--- src/rtl/pwm_deadtime_pkg.sv ---
// Shared definitions for the multi-channel dead-time PWM block.
// Contents:
//   leg_state_e : per-leg FSM state encoding (both-off gap, high side on, low side on)
//   HS_OFS/LS_OFS : position of the high/low side bit inside each leg's 2-bit output slot
package pwm_deadtime_pkg;

    typedef enum logic [1:0] {
        ST_DEAD = 2'b00,
        ST_HI   = 2'b01,
        ST_LO   = 2'b10
    } leg_state_e;

    localparam int HS_OFS = 0;
    localparam int LS_OFS = 1;

endpackage

--- src/rtl/deadtime_leg.sv ---
// One complementary gate-drive leg with rise/fall dead time.
// Ports:
//   clk, rst          : clock, synchronous active-high reset
//   hold              : 1 = force the leg into the gap with the counter kept loaded
//   pwm               : logic PWM command (registered once before use)
//   dt_rise, dt_fall  : gap length before a high-side / low-side turn-on
//   hs, ls            : registered high-side / low-side gate outputs
//   active            : registered, 1 while one side conducts
module deadtime_leg
    import pwm_deadtime_pkg::*;
#(
    parameter int DT_BITS = 10
) (
    input  logic               clk,
    input  logic               rst,
    input  logic               hold,
    input  logic               pwm,
    input  logic [DT_BITS-1:0] dt_rise,
    input  logic [DT_BITS-1:0] dt_fall,
    output logic               hs,
    output logic               ls,
    output logic               active
);

    localparam logic [DT_BITS-1:0] DT_ONE = DT_BITS'(1);

    // Gap length for a given target side; zero is stretched to one cycle so
    // a break-before-make gap always exists.
    function automatic logic [DT_BITS-1:0] eff_dt(input logic tgt,
                                                  input logic [DT_BITS-1:0] rise,
                                                  input logic [DT_BITS-1:0] fall);
        logic [DT_BITS-1:0] dt;
        dt = tgt ? rise : fall;
        if (dt == {DT_BITS{1'b0}}) begin
            return DT_ONE;
        end else begin
            return dt;
        end
    endfunction

    leg_state_e         state_r, state_s;
    logic               p_r;
    logic               target_r, target_s;
    logic [DT_BITS-1:0] cnt_r, cnt_s;
    logic [DT_BITS-1:0] load_dt_s;
    logic               hs_r, ls_r, active_r;

    // Next-state logic: leave a conducting side as soon as the command
    // disagrees, and restart the full gap whenever the target moves.
    always_comb begin
        state_s   = state_r;
        target_s  = target_r;
        cnt_s     = cnt_r;
        load_dt_s = eff_dt(p_r, dt_rise, dt_fall);
        if (hold) begin
            state_s  = ST_DEAD;
            target_s = p_r;
            cnt_s    = load_dt_s;
        end else begin
            case (state_r)
                ST_HI: begin
                    if (!p_r) begin
                        state_s  = ST_DEAD;
                        target_s = p_r;
                        cnt_s    = load_dt_s;
                    end else begin
                        state_s  = ST_HI;
                    end
                end
                ST_LO: begin
                    if (p_r) begin
                        state_s  = ST_DEAD;
                        target_s = p_r;
                        cnt_s    = load_dt_s;
                    end else begin
                        state_s  = ST_LO;
                    end
                end
                ST_DEAD: begin
                    if (p_r != target_r) begin
                        target_s = p_r;
                        cnt_s    = load_dt_s;
                    end else if (cnt_r <= DT_ONE) begin
                        state_s  = target_r ? ST_HI : ST_LO;
                    end else begin
                        cnt_s    = cnt_r - DT_ONE;
                    end
                end
                default: begin
                    state_s  = ST_DEAD;
                    target_s = p_r;
                    cnt_s    = load_dt_s;
                end
            endcase
        end
    end

    // State, counter, input register and registered gate outputs.
    always_ff @(posedge clk) begin
        if (rst) begin
            p_r      <= pwm;
            target_r <= pwm;
            cnt_r    <= eff_dt(pwm, dt_rise, dt_fall);
            state_r  <= ST_DEAD;
            hs_r     <= 1'b0;
            ls_r     <= 1'b0;
            active_r <= 1'b0;
        end else begin
            p_r      <= pwm;
            target_r <= target_s;
            cnt_r    <= cnt_s;
            state_r  <= state_s;
            hs_r     <= (state_s == ST_HI);
            ls_r     <= (state_s == ST_LO);
            active_r <= (state_s != ST_DEAD);
        end
    end

    assign hs     = hs_r;
    assign ls     = ls_r;
    assign active = active_r;

endmodule

--- src/rtl/pwm_deadtime_multi.sv ---
// Multi-channel complementary PWM generator with rise/fall dead time,
// enable gating and a latched fault shutdown.
// Ports:
//   CLK, RST        : clock, synchronous active-high reset
//   iENABLE         : 1 = outputs may switch, 0 = all legs held off
//   iFAULT          : level fault request (sets the latch, wins over clear)
//   iFAULT_CLR      : clears the latched fault while iFAULT is low
//   iDEADTIME_RISE  : gap before a high-side turn-on
//   iDEADTIME_FALL  : gap before a low-side turn-on
//   iPWM            : per-leg command, 1 = high side
//   oPWM            : bit 2k = leg k high side, bit 2k+1 = leg k low side
//   oACTIVE         : per-leg, one side conducting
//   oFAULT          : latched fault status
module pwm_deadtime_multi
    import pwm_deadtime_pkg::*;
#(
    parameter int CHANNELS = 3,
    parameter int DT_BITS  = 10
) (
    input  logic                  CLK,
    input  logic                  RST,
    input  logic                  iENABLE,
    input  logic                  iFAULT,
    input  logic                  iFAULT_CLR,
    input  logic [DT_BITS-1:0]    iDEADTIME_RISE,
    input  logic [DT_BITS-1:0]    iDEADTIME_FALL,
    input  logic [CHANNELS-1:0]   iPWM,
    output logic [2*CHANNELS-1:0] oPWM,
    output logic [CHANNELS-1:0]   oACTIVE,
    output logic                  oFAULT
);

    logic                fault_r;
    logic                hold_s;
    logic [CHANNELS-1:0] hs_s;
    logic [CHANNELS-1:0] ls_s;

    // Fault latch: a set request outranks a simultaneous clear.
    always_ff @(posedge CLK) begin
        if (RST) begin
            fault_r <= 1'b0;
        end else if (iFAULT) begin
            fault_r <= 1'b1;
        end else if (iFAULT_CLR) begin
            fault_r <= 1'b0;
        end else begin
            fault_r <= fault_r;
        end
    end

    // The raw fault input is included so outputs drop on the same edge that
    // sets the latch, not one cycle later.
    assign hold_s = ~iENABLE | iFAULT | fault_r;

    for (genvar k = 0; k < CHANNELS; k++) begin : g_leg
        deadtime_leg #(
            .DT_BITS (DT_BITS)
        ) u_leg (
            .clk     (CLK),
            .rst     (RST),
            .hold    (hold_s),
            .pwm     (iPWM[k]),
            .dt_rise (iDEADTIME_RISE),
            .dt_fall (iDEADTIME_FALL),
            .hs      (hs_s[k]),
            .ls      (ls_s[k]),
            .active  (oACTIVE[k])
        );
        assign oPWM[2*k+HS_OFS] = hs_s[k];
        assign oPWM[2*k+LS_OFS] = ls_s[k];
    end

    assign oFAULT = fault_r;

endmodule
--- config.mk ---
export PLATFORM = sky130hd
export DESIGN_NAME = pwm_deadtime_multi
export DESIGN_NICKNAME = d
export VERILOG_FILES = /design/src/rtl/pwm_deadtime_pkg.sv /design/src/rtl/deadtime_leg.sv /design/src/rtl/pwm_deadtime_multi.sv
export SDC_FILE = /design/constraint.sdc
export NUM_CORES = 1
export LEC_CHECK = 0
export CAP_MARGIN = 10
export CORE_ASPECT_RATIO = 1.4
export CORE_UTILIZATION = 56
export CTS_CLUSTER_DIAMETER = 200
export DETAILED_ROUTE_END_ITERATION = 10
export PLACE_DENSITY = 0.76
export SYNTH_ARGS = -nofsm -noshare
export SYNTH_HDL_FRONTEND = slang
export SYNTH_SLANG_ARGS = --single-unit
--- constraint.sdc ---
create_clock -name CLK -period 4 [get_ports CLK]
set_clock_uncertainty 0.15 [all_clocks]
set_input_delay 0.8 -clock CLK [delete_from_list [all_inputs] [get_ports CLK]]
set_output_delay 0.8 -clock CLK [all_outputs]
set_load 0.01 [all_outputs]
* Word level (Yosys, flattened, before mapping) *
Index checks and enable logic that the tools add are counted.

storage, ports and cells
  bits of input ports = 28
  bits in registers = 52

cells by class
  reduce and logical (&&, ||, !) cells = 19
  $add $sub $neg = 3
  muxes and demuxes = 74
  eq/ne operators = 27
  bitwise operators = 3
  order comparisons = 3

operators by type and width
  operator                                               number
  two-way mux 10 bit                                     30
  one-hot mux 10 bit (3 select lines)                    3
  zero test 10 bit                                       6
  <= comparator 10 x 1 -> 1 bit (second input constant)  3
  two-way mux 2 bit                                      15
  subtractor 10 x 1 -> 10 bit (second input constant)    3
  two-way mux 1 bit                                      20
  != test 4 x 3 -> 1 bit (second input constant)         5
  one-hot mux 2 bit (3 select lines)                     3
  AND reduction 3 bit                                    6
  == test 2 x 1 -> 1 bit (second input constant)         6
  == test 2 bit (second input constant)                  6
  != test 5 x 4 -> 1 bit (second input constant)         2
  one-hot mux 1 bit (3 select lines)                     3
  != test 4 x 2 -> 1 bit (second input constant)         2
  != test 4 bit (second input constant)                  2
  nonzero test 2 bit                                     4
  zero test 2 bit                                        3
  != test 5 x 3 -> 1 bit (second input constant)         1
  != test 1 bit                                          3
  bitwise OR 1 bit                                       2
  inverter 1 bit                                         1

* Depth between registers and ports, before layout *
Gate-level depths: netlist of run 1.

  word-level depth = 7
  gate-level depth with buffers = 8
  gate-level depth less buffers = 7

* Hierarchy *
From an unflattened synthesis of run 1, not the netlist that was laid out.

unflattened totals
  cells, all modules = 496
  area, all modules = 4324.1 sq um

by module, submodules not included
  module                         times used  cells an instance  sequential area each (sq um)  area each (sq um)
  deadtime_leg (g_leg[2].u_leg)  1           171                450.4                         1440.1
  deadtime_leg (g_leg[0].u_leg)  1           159                450.4                         1418.9
  deadtime_leg (g_leg[1].u_leg)  1           160                450.4                         1418.9
  pwm_deadtime_multi             1           6                  20.0                          46.3

* Worst setup path before layout of run 1 *
Ideal clock, no wire load.

  path kind = input port to flip-flop
  from = input RST
  to = register g_leg[0].u_leg.cnt_r[0] (enable)
  arrival time = 2013 ps
  required time = 3471 ps
  setup slack = 1458 ps
  library setup time = 379 ps
  cell stages on the path = 6
  cells stage by stage = clkbuf_1 clkinv_1 and2_0 clkbuf_1 o21ai_0 o21bai_1

between the ends
  cells in the longest elaborated chain, start to end = 2
  elaborated cells on any way between the ends = 4
  classes of those cells = 3 x eq/ne; 1 x reduce/logical

RTL lines
  item                                                             line                      source
  start: declaration                                               pwm_deadtime_multi.sv:21  input logic RST,
  != test 5 x 3 -> 1 bit (no source line) (tied with other cells)  n/a
  AND reduction 3 bit (no source line) *                           n/a
  end signal: assignment                                           deadtime_leg.sv:103       cnt_r <= eff_dt(pwm, dt_rise, dt_fall);
  end signal: assignment                                           deadtime_leg.sv:111       cnt_r <= cnt_s;
  end: declaration                                                 deadtime_leg.sv:44        logic [DT_BITS-1:0] cnt_r, cnt_s;

Mark *: on every way between the ends. The rest lies on a longest branch, timed or not.
A chain may end at the register's enable or synchronous reset.

* Worst setup path after layout of run 1 *
  from = input iDEADTIME_FALL[3]
  to = register g_leg[0].u_leg.cnt_r[4] (data pin)

between the ends
  cells in the longest elaborated chain, start to end = 7
  elaborated cells on any way between the ends = 12
  classes of those cells = 10 x mux; 2 x reduce/logical

RTL lines
  item                                          line                                                        source
  start: declaration                            pwm_deadtime_multi.sv:26                                    input logic [DT_BITS-1:0] iDEADTIME_FALL,
  two-way mux 10 bit                            deadtime_leg.sv:33                                          dt = tgt ? rise : fall;
  zero test 10 bit                              deadtime_leg.sv:34                                          if (dt == {DT_BITS{1'b0}}) begin
  two-way mux 10 bit                            deadtime_leg.sv:34
  two-way mux 10 bit, on equally long branches  deadtime_leg.sv:80, deadtime_leg.sv:62, deadtime_leg.sv:71
  one-hot mux 10 bit (3 select lines)           deadtime_leg.sv:60                                          case (state_r)
  two-way mux 10 bit                            deadtime_leg.sv:55                                          if (hold) begin
  two-way mux 10 bit *                          deadtime_leg.sv:100                                         if (rst) begin

Mark *: on every way between the ends. The rest lies on a longest branch, timed or not. The select of a mux whose other input is x is not followed.

==> flow_metrics.py, run 1 <==
metrics = {
    "worst_setup_path": {
        "endpoint": "g_leg[0].u_leg.cnt_r[4]$_DFFE_PP_",
        "timing.rr.end": "g_leg[0].u_leg.cnt_r[7]$_DFFE_PP_",
        "r2r-start": "g_leg[0].u_leg.cnt_r[0]$_DFFE_PP_",
        "cp_data_arrival_time_ns": 2.68,
        "worstSetupEndpointType": "register",
        "critPathLaunch": "iDEADTIME_FALL[3]",
        "r2r_cells": 5,
        "critPathRequiredTime_ns": 3.92,
        "cp_max_fo": 7,
        "regToRegSetupSlack_ns": 1.28,
        "worst-setup-path-type": "primary input to register",
        "start_kind": "primary input",
    },
    "min_path": {
        "holdCritPathClass": "register to register",
    },
    "clock_network": {
        "clk_path_buf_depth": 2,
        "post-cts-setup-buffers": 0,
        "cts_tree": "yes",
        "clock_latency_ns": 0.32,
        "hold_buffers": 0,
        "cts_max_level": 2,
        "post_cts_resized": 0,
        "cts_made_buffers": 5,
        "path_clk_slew_ns": 0.10,
        "ctsRootBufferMaster": "clkbuf_8",
        "clock-sinks": 52,
    },
    "sta": {
        "fin_ws_ns": 1.25,
        "relSlewSlack_pct": 33.0,
        "finalCritPeriodShare_pct": 68.8,
        "period_minus_slack_ns": 2.75,
        "max_freq_mhz": 363,
        "setup_viol": 0,
        "timing.hold.ws_ns": 0.394,
        "slew_viol_final": 0,
        "hold_viol_final": 0,
        "worstMarginPinSlew_ns": 1.00,
        "tns_ns": 0,
        "rsz0062_at_grt": "no",
    },
    "final_layout": {
        "layout.nets": 534,
        "fin_cells": 584,
        "mostFrequentLayoutCell": "nand2_1",
        "drive_above_1_share_pct": 6.54,
        "final.fill_count": 637,
        "regArea_sq_mm": 0.00137,
        "multi_input_area_sq_mm": 0.00252,
        "syn_to_final_growth_pct": 11.1,
        "final_cell_mix": "nand2_1, o21ai_0, mux2i_1",
        "num_antenna_cells": 0,
    },
    "placement": {
        "dp_worst_setup_slack_ns": 0.950,
        "numPortBuffers": 37,
        "dpl.cell_count": 576,
        "gp_congestion": 1.02,
        "place_hpwl_um": 7360,
    },
    "synth": {
        "syn_inst": 473,
        "syn_nets": 519,
        "synthFlopType": "edfxtp_1",
        "ys_seq_area_share_pct": 33.2,
        "synth_area_leaders": "edfxtp_1, mux2i_1, dfxtp_1",
        "syn_area_sq_mm": 0.00413,
        "async_flop_share_pct": 0,
        "ys_types": 56,
        "ys_ff_latch": 52,
        "synth_largest_area_cell": "edfxtp_1",
        "synth_edf_count": 33,
        "syn_area_per_cell_sq_um": 8.74,
        "yosys_warnings": 0,
        "synth_top_area_share_pct": 24.0,
    },
    "grt": {
        "grt_start_max_net_pins": 53,
        "gr-usage-all-layers_pct": 29.4,
        "grt_pass1_vias": 3559,
        "grt_pass1_wl_um": 17500,
        "grt_overflow": 0,
        "antenna_found_initial": 0,
    },
    "floorplan": {
        "die_x_um": 74.6,
        "ios": 38,
        "core_sq_mm": 0.00707,
        "die-area_sq_mm": 0.00773,
        "die_y_um": 104,
        "start_util_pct": 58.4,
        "row_count": 36,
    },
    "run_status": {
        "outcome": "completed",
    },
    "route": {
        "drc_errors": 0,
        "drtPass1Iterations": 5,
        "drt_wl_total_um": 10500,
        "postRouteAntennaNets": 0,
        "avgRoutedWirePerCell_um": 18.0,
        "viasPerCell": 6.32,
        "drtIter0Drc": 268,
        "route.vias.total": 3689,
    },
    "pwr": {
        "powerDensity_mw_per_mm2": 280,
        "p_leak_nw": 1.80,
        "vdd_drop_max_mv": 0.168,
    },
    "flow_run": {
        "drv_cap": 0,
    },
}
[state kept, by name, indices dropped and copies added (netlist names)]
register and count:
g_leg.u_leg.active 3, g_leg.u_leg.cnt_r 30, g_leg.u_leg.hs 3, g_leg.u_leg.ls 3, g_leg.u_leg.p_r 3, g_leg.u_leg.state_r 6
g_leg.u_leg.target_r 3, oFAULT 1
[routing by layer]
metal	share of wire [%]	wire length, um	vias up	track usage, %
met5	0	0	-	0
met4	2.1	224	0	10.4
met3	5.9	623	19	3.50
met2	52	5500	139	49.7
met1	39	4140	1755	37.4
li1	-	-	1776	-
[report_power, final]
part	switching (mW)	leakage, nW	internal, mW
registers	0.0583	0.509	0.618
logic	0.152	1.24	0.127
clock network	0.190	0.0510	0.139
[metrics by stage]
step	power, mW	instance area [sq um]	utilization, %
5_1_grt	1.34	4590	65.0
6_report	1.28	4590	65.0
4_1_cts	1.28	4590	65.0
2_1_floorplan	0.858	4130	-
3_3_place_gp	0.954	4500	63.6
3_5_place_dp	0.961	4500	63.6
[cell type report]
type,count,area share [%]
clock inverters,2,0.218
repair buffers,45,9.26
flip-flops and latches,52,29.9
clock buffers,6,1.80
multi-input cells,366,54.8
well taps,95,2.59
inverters,18,1.47
[critical path: stages]
cell and delay (ns):
clkdlybuf4s50_1 0.57, nor4_1 0.43, nand3_1 0.18, o21ai_0 0.32, nor3b_1 0.09, a311o_1 0.29
[cells by family after synthesis]
| kind of cell | synth area share (%) |
|---|---|
| muxes | 12.0 |
| AOI/OAI and AO/OA | 20.8 |
| adders and majority gates | 5.45 |
| buffers and inverters | 5.90 |
| xor gates and xnor gates | 5.09 |
| and+or+nand+nor | 17.6 |
| DFF | 33.2 |
[worst min-delay path by stage]
stage	startpoint	endpoint	slack (ns)	cells after the start
after global routing	oFAULT$_SDFFE_PP0P_	oFAULT$_SDFFE_PP0P_	0.44	2
after floorplan	g_leg[0].u_leg.state_r[1]$_SDFF_PP0_	g_leg[0].u_leg.ls$_SDFF_PP0_	0.36	2
after CTS	oFAULT$_SDFFE_PP0P_	oFAULT$_SDFFE_PP0P_	0.40	2
final	oFAULT$_SDFFE_PP0P_	oFAULT$_SDFFE_PP0P_	0.39	2
after global placement	oFAULT$_SDFFE_PP0P_	oFAULT$_SDFFE_PP0P_	0.37	2
after detailed placement	oFAULT$_SDFFE_PP0P_	oFAULT$_SDFFE_PP0P_	0.38	2
[cell usage after synthesis (all sizes together), types with 8 or more instances]
cell type  count
a211oi         9
a21oi         35
a31oi         11
buf           16
clkbuf        21
dfxtp         19
edfxtp        33
ha            18
inv           17
mux2           8
mux2i         40
nand2         43
nand3         17
nor2          23
nor3           8
nor4          10
o211ai        12
o21ai         41
xnor2         10
xor2          14
Power figures use the tool's default switching activity.
==> inputs of run 2 (changes only) <==
==> constraint.sdc (replaced) <==
create_clock -name CLK -period 2.7 [get_ports CLK]
set_clock_uncertainty 0.15 [all_clocks]
set_input_delay 0.54 -clock CLK [delete_from_list [all_inputs] [get_ports CLK]]
set_output_delay 0.54 -clock CLK [all_outputs]
set_load 0.01 [all_outputs]
==> run 2 against run 1 <==
- sequential cell count unchanged
- worst hold slack improved by 0.0049 ns
- power increased by 49%
- setup slack got worse by 1.1 ns
- register-to-register slack got worse by 1.1 ns
- sequential power increased by 47%
- via count increased by 4.0%
- sequential share of layout area decreased by 1.3 points
- largest power group unchanged
==> flow_metrics.py, run 2 (same netlist as run 1, synthesis figures left out) <==
metrics = {
    "placement": {
        "numPortBuffers": 37,
        "gp_congestion": 0.969,
        "place_hpwl_um": 8140,
    },
    "floorplan": {
        "ios": 38,
        "row_count": 36,
        "start_util_pct": 58.4,
        "die_x_um": 74.6,
        "die-area_sq_mm": 0.00773,
        "core_sq_mm": 0.00707,
        "die_y_um": 104,
    },
    "clock_network": {
        "cts_tree": "yes",
        "cts_max_level": 2,
        "post_cts_resized": 0,
        "ctsRootBufferMaster": "clkbuf_8",
        "post-cts-setup-buffers": 0,
        "cts_made_buffers": 5,
        "hold_buffers": 0,
        "path_clk_slew_ns": 0.09,
        "clock_latency_ns": 0.32,
        "clk_path_buf_depth": 2,
        "clock-sinks": 52,
    },
    "grt": {
        "grt_overflow": 0,
        "grt_start_max_net_pins": 36,
        "met1_usage_pct": 38.8,
        "grt_pass1_vias": 3628,
        "grt.busiest_layer": "met2",
        "met3_usage_pct": 4.09,
        "grt_use_met2_pct": 48.6,
        "grt_pass1_wl_um": 18000,
        "antenna_found_initial": 0,
        "gr-usage-all-layers_pct": 30.7,
    },
    "final_layout": {
        "syn_to_final_growth_pct": 16.3,
        "drive_above_1_share_pct": 11.2,
        "num_antenna_cells": 0,
        "final_cell_mix": "nand2_1, o21ai_0, mux2i_1",
        "mostFrequentLayoutCell": "nand2_1",
        "layout.nets": 562,
        "registers.top_by_ff_count": "g_leg.u_leg.cnt_r",
        "largest_reg_flops": 30,
        "reg_top3": "g_leg.u_leg.cnt_r: 30 flops, g_leg.u_leg.state_r: 6 flops",
    },
    "sta": {
        "worstMarginPinSlew_ns": 0.995,
        "finalCritPeriodShare_pct": 93.1,
        "slew_viol_final": 0,
        "hold_viol_final": 0,
        "setup_viol": 0,
        "tns_ns": 0,
        "relSlewSlack_pct": 33.5,
        "max_freq_mhz": 398,
        "period_minus_slack_ns": 2.51,
        "rsz0062_at_grt": "no",
    },
    "worst_setup_path": {
        "cp_data_arrival_time_ns": 2.31,
        "worstSetupEndpointType": "register",
        "crit_chain": "inv_1 -> ha_1 -> o21ba_2 -> and3_1 -> o21bai_1",
        "cp_max_fo": 10,
        "critPathRequiredTime_ns": 2.49,
        "r2r_cells": 5,
        "start_kind": "register",
        "max_stage_delay_ns": 0.79,
        "slowest_stage": "o21bai_1",
        "worst-setup-path-type": "register to register",
    },
    "pwr": {
        "seqPwrFrac_pct": 52.0,
        "p_total_mw": 1.91,
        "vdd_drop_max_mv": 0.276,
        "powerDensity_mw_per_mm2": 398,
        "p_sw_uw": 596,
        "combPwrFrac_pct": 24.6,
        "clkPwrFrac_pct": 23.4,
        "p_leak_nw": 1.93,
        "p_int_mw": 1.32,
        "swShare_pct": 31.2,
    },
    "route": {
        "drtPass1Iterations": 4,
        "postRouteAntennaNets": 0,
        "drtIter0Drc": 262,
        "avgRoutedWirePerCell_um": 18.0,
        "drc_errors": 0,
        "viasPerCell": 6.27,
        "route.vias.total": 3836,
        "drt_wl_total_um": 11000,
    },
    "run_status": {
        "outcome": "completed",
    },
    "flow_run": {
        "drv_cap": 0,
    },
    "min_path": {
        "holdPathStages": 2,
        "holdCritPathClass": "register to register",
    },
}
-- run 2: through the flow --
stage | util [%] | setup WS [ns] | std cells | hold WS, ns | area [sq um]
after floorplan | - | 0.338 | 473 | 0.356 | 4130
after global placement | 66.8 | 0.129 | 604 | 0.374 | 4720
after detailed placement | 66.8 | 0.0663 | 604 | 0.388 | 4720
after CTS | 68.0 | 0.215 | 612 | 0.402 | 4810
after global routing | 68.0 | 0.0601 | 612 | 0.462 | 4810
final | 68.0 | 0.186 | 612 | 0.399 | 4810
-- run 2: area by class of cell --
cell class / instances / area, sq um
Inverter: 18 / 67.6
Clock buffer: 6 / 72.6
Clock inverter: 2 / 11.3
Multi-Input combinational cell: 366 / 2520
Sequential cell: 52 / 1370
Tap cell: 95 / 119
Fill cell: 596 / 2260
Timing Repair Buffer: 73 / 648
-- run 2: critical path, delay by kind of cell (launching register included) --
family          cells  cell delay (ns)
compound gates      2             1.02
flops               1             0.41
fa+ha+maj           1             0.23
simple gates        1             0.23
buf+inv             1             0.10
-- run 2: layer usage --
layer,vias up,wire length (um),share of wire [%]
li1,1836,-,-
met1,1808,4240,39
met2,154,5400,49
met3,38,681,6.2
met4,0,679,6.2
met5,-,0,0
-- run 2: power by group through the flow --
stage	Sequential (mW)	Combinational, mW	Clock, mW
floorplan	0.983	0.288	0
global placement	1.01	0.450	0
detailed placement	1.01	0.461	0
CTS	0.991	0.465	0.449
global route	1.01	0.514	0.482
finish	0.993	0.470	0.448
-- run 2: final timing paths --
check | start | end | slack [ns]
max | g_leg[0].u_leg.cnt_r[0]$_DFFE_PP_ | g_leg[0].u_leg.cnt_r[6]$_DFFE_PP_ | 0.19
min | oFAULT$_SDFFE_PP0P_ | oFAULT$_SDFFE_PP0P_ | 0.40
max reg2reg | g_leg[0].u_leg.cnt_r[0]$_DFFE_PP_ | g_leg[0].u_leg.cnt_r[6]$_DFFE_PP_ | 0.19
min reg2reg | oFAULT$_SDFFE_PP0P_ | oFAULT$_SDFFE_PP0P_ | 0.40
==> inputs of run 3 (changes only) <==
--- a/config.mk
+++ b/config.mk
@@ -6,11 +6,13 @@
 export NUM_CORES = 1
 export LEC_CHECK = 0
 export CAP_MARGIN = 10
-export CORE_ASPECT_RATIO = 1.4
+export CORE_ASPECT_RATIO = 1.75
 export CORE_UTILIZATION = 56
 export CTS_CLUSTER_DIAMETER = 200
 export DETAILED_ROUTE_END_ITERATION = 10
-export PLACE_DENSITY = 0.76
+export DONT_BUFFER_PORTS = 1
+export PLACE_DENSITY = 0.69
+export SKIP_LAST_GASP = 1
 export SYNTH_ARGS = -nofsm -noshare
 export SYNTH_HDL_FRONTEND = slang
 export SYNTH_SLANG_ARGS = --single-unit
==> run 3 against run 2 <==
- largest cell class unchanged
- via count is 7.7% lower
- critical path type unchanged
- cell count decreased by 11%
- power rose by 2.4%
==> flow_metrics.py, run 3 (same netlist as run 1, synthesis figures left out) <==
metrics = {
    "sta": {
        "worstMarginPinSlew_ns": 0.867,
        "relSlewSlack_pct": 42.1,
        "fin_ws_ns": 0.245,
        "tns_ns": 0,
        "max_freq_mhz": 407,
        "slew_viol_final": 0,
        "period_minus_slack_ns": 2.45,
        "finalCritPeriodShare_pct": 90.9,
        "rsz0062_at_grt": "no",
        "setup_viol": 0,
        "timing.hold.ws_ns": 0.118,
        "hold_viol_final": 0,
    },
    "final_layout": {
        "fin_area_sq_mm": 0.00430,
        "largest_reg_flops": 30,
        "syn_to_final_growth_pct": 4.03,
        "final_cell_mix": "nand2_1, o21ai_0, mux2i_1",
        "reg_top3": "g_leg.u_leg.cnt_r: 30 flops, g_leg.u_leg.state_r: 6 flops",
        "drive_above_1_share_pct": 7.44,
        "num_antenna_cells": 0,
        "layout.nets": 502,
        "fin_cells": 543,
        "post-route-util_pct": 59.9,
        "final.fill_count": 660,
        "mostFrequentLayoutCell": "nand2_1",
        "registers.top_by_ff_count": "g_leg.u_leg.cnt_r",
    },
    "grt": {
        "antenna_found_initial": 0,
        "grt_start_max_net_pins": 54,
        "grt_pass1_wl_um": 16800,
        "grt_overflow": 0,
        "grt_pass1_vias": 3436,
        "gr-usage-all-layers_pct": 29.3,
    },
    "worst_setup_path": {
        "worst-setup-path-type": "register to register",
        "start_kind": "register",
        "cp_data_arrival_time_ns": 2.53,
        "critPathRequiredTime_ns": 2.78,
        "r2r-start": "g_leg[2].u_leg.cnt_r[2]$_DFFE_PP_",
        "worstSetupEndpointType": "register",
        "critPathLaunch": "g_leg[2].u_leg.cnt_r[2]$_DFFE_PP_",
        "cp_max_fo": 5,
    },
    "min_path": {
        "holdCritPathClass": "primary input to register",
        "worstHoldStart": "iPWM[0]",
    },
    "clock_network": {
        "cts_tree": "yes",
        "post_cts_resized": 0,
        "ctsRootBufferMaster": "clkbuf_16",
        "cts_made_buffers": 5,
        "path_clk_slew_ns": 0.07,
        "clock-sinks": 52,
        "hold_buffers": 0,
        "cts_max_level": 2,
        "post-cts-setup-buffers": 0,
        "clock_latency_ns": 0.29,
        "clk_path_buf_depth": 2,
    },
    "route": {
        "drc_errors": 0,
        "drt_wl_total_um": 10600,
        "route.vias.total": 3540,
        "avgRoutedWirePerCell_um": 19.6,
        "drtIter0Drc": 193,
        "drtPass1Iterations": 4,
        "postRouteAntennaNets": 0,
        "viasPerCell": 6.52,
    },
    "placement": {
        "dp_worst_setup_slack_ns": 0.247,
        "dpl.cell_count": 535,
        "place_hpwl_um": 7850,
        "gp_congestion": 1.01,
        "placed_cell_area_sq_mm": 0.00416,
        "numPortBuffers": 0,
    },
    "pwr": {
        "powerDensity_mw_per_mm2": 455,
        "vdd_drop_max_mv": 0.419,
        "p_total_mw": 1.96,
        "swShare_pct": 27.5,
        "combPwrFrac_pct": 17.0,
        "p_int_mw": 1.42,
        "seqPwrFrac_pct": 50.7,
        "p_leak_nw": 1.70,
        "clkPwrFrac_pct": 32.4,
        "p_sw_uw": 538,
    },
    "floorplan": {
        "die_y_um": 116,
        "ios": 38,
        "die_x_um": 66.9,
        "core_sq_mm": 0.00718,
        "die-area_sq_mm": 0.00774,
        "start_util_pct": 57.5,
        "row_count": 41,
    },
    "flow_run": {
        "drv_cap": 0,
    },
    "run_status": {
        "outcome": "completed",
    },
}
## run 3: layout make-up
cell class	count	area, sq um	share of cell area (%)
inverters	18	67.6	1.57
multi-input cells	366	2520	58.6
clock buffers	7	133	3.08
well taps	86	108	2.50
repair buffers	13	97.6	2.27
flip-flops and latches	52	1370	31.9
clock inverters	1	5.00	0.116
## run 3: worst max-delay path, stage by stage (launching register included)
cell,delay [ns]
edfxtp_1,0.45
or4_1,0.62
nor3_4,0.30
mux2_1,0.40
o32a_1,0.31
nor3b_2,0.16
## run 3: final timing paths
path                                                endpoint  slack [ns]  depth (start not counted)
worst min register to register  g_leg[0].u_leg.ls$_SDFF_PP0_        0.41                          2
worst min-delay path              g_leg[0].u_leg.p_r$_DFF_P_        0.12                          0
worst max register to register  g_leg[2].u_leg.ls$_SDFF_PP0_        0.25                          5
worst max-delay path            g_leg[2].u_leg.ls$_SDFF_PP0_        0.25                          5
## run 3: metal layers
| metal | routed length (um) | track usage, % | part of all wire [%] |
|---|---|---|---|
| met5 | 0 | 0 | 0 |
| met4 | 450 | 15.2 | 4.2 |
| met3 | 582 | 7.09 | 5.5 |
| met2 | 5550 | 51.6 | 52 |
| met1 | 4040 | 31.5 | 38 |
## run 3: power by group through the flow
stage               logic (mW)  registers [mW]  clock network [mW]
floorplan                0.288           0.983                   0
global placement         0.321            1.01                   0
detailed placement       0.327            1.01                   0
CTS                      0.330           0.991               0.637
global route             0.370            1.00               0.669
finish                   0.332           0.992               0.634
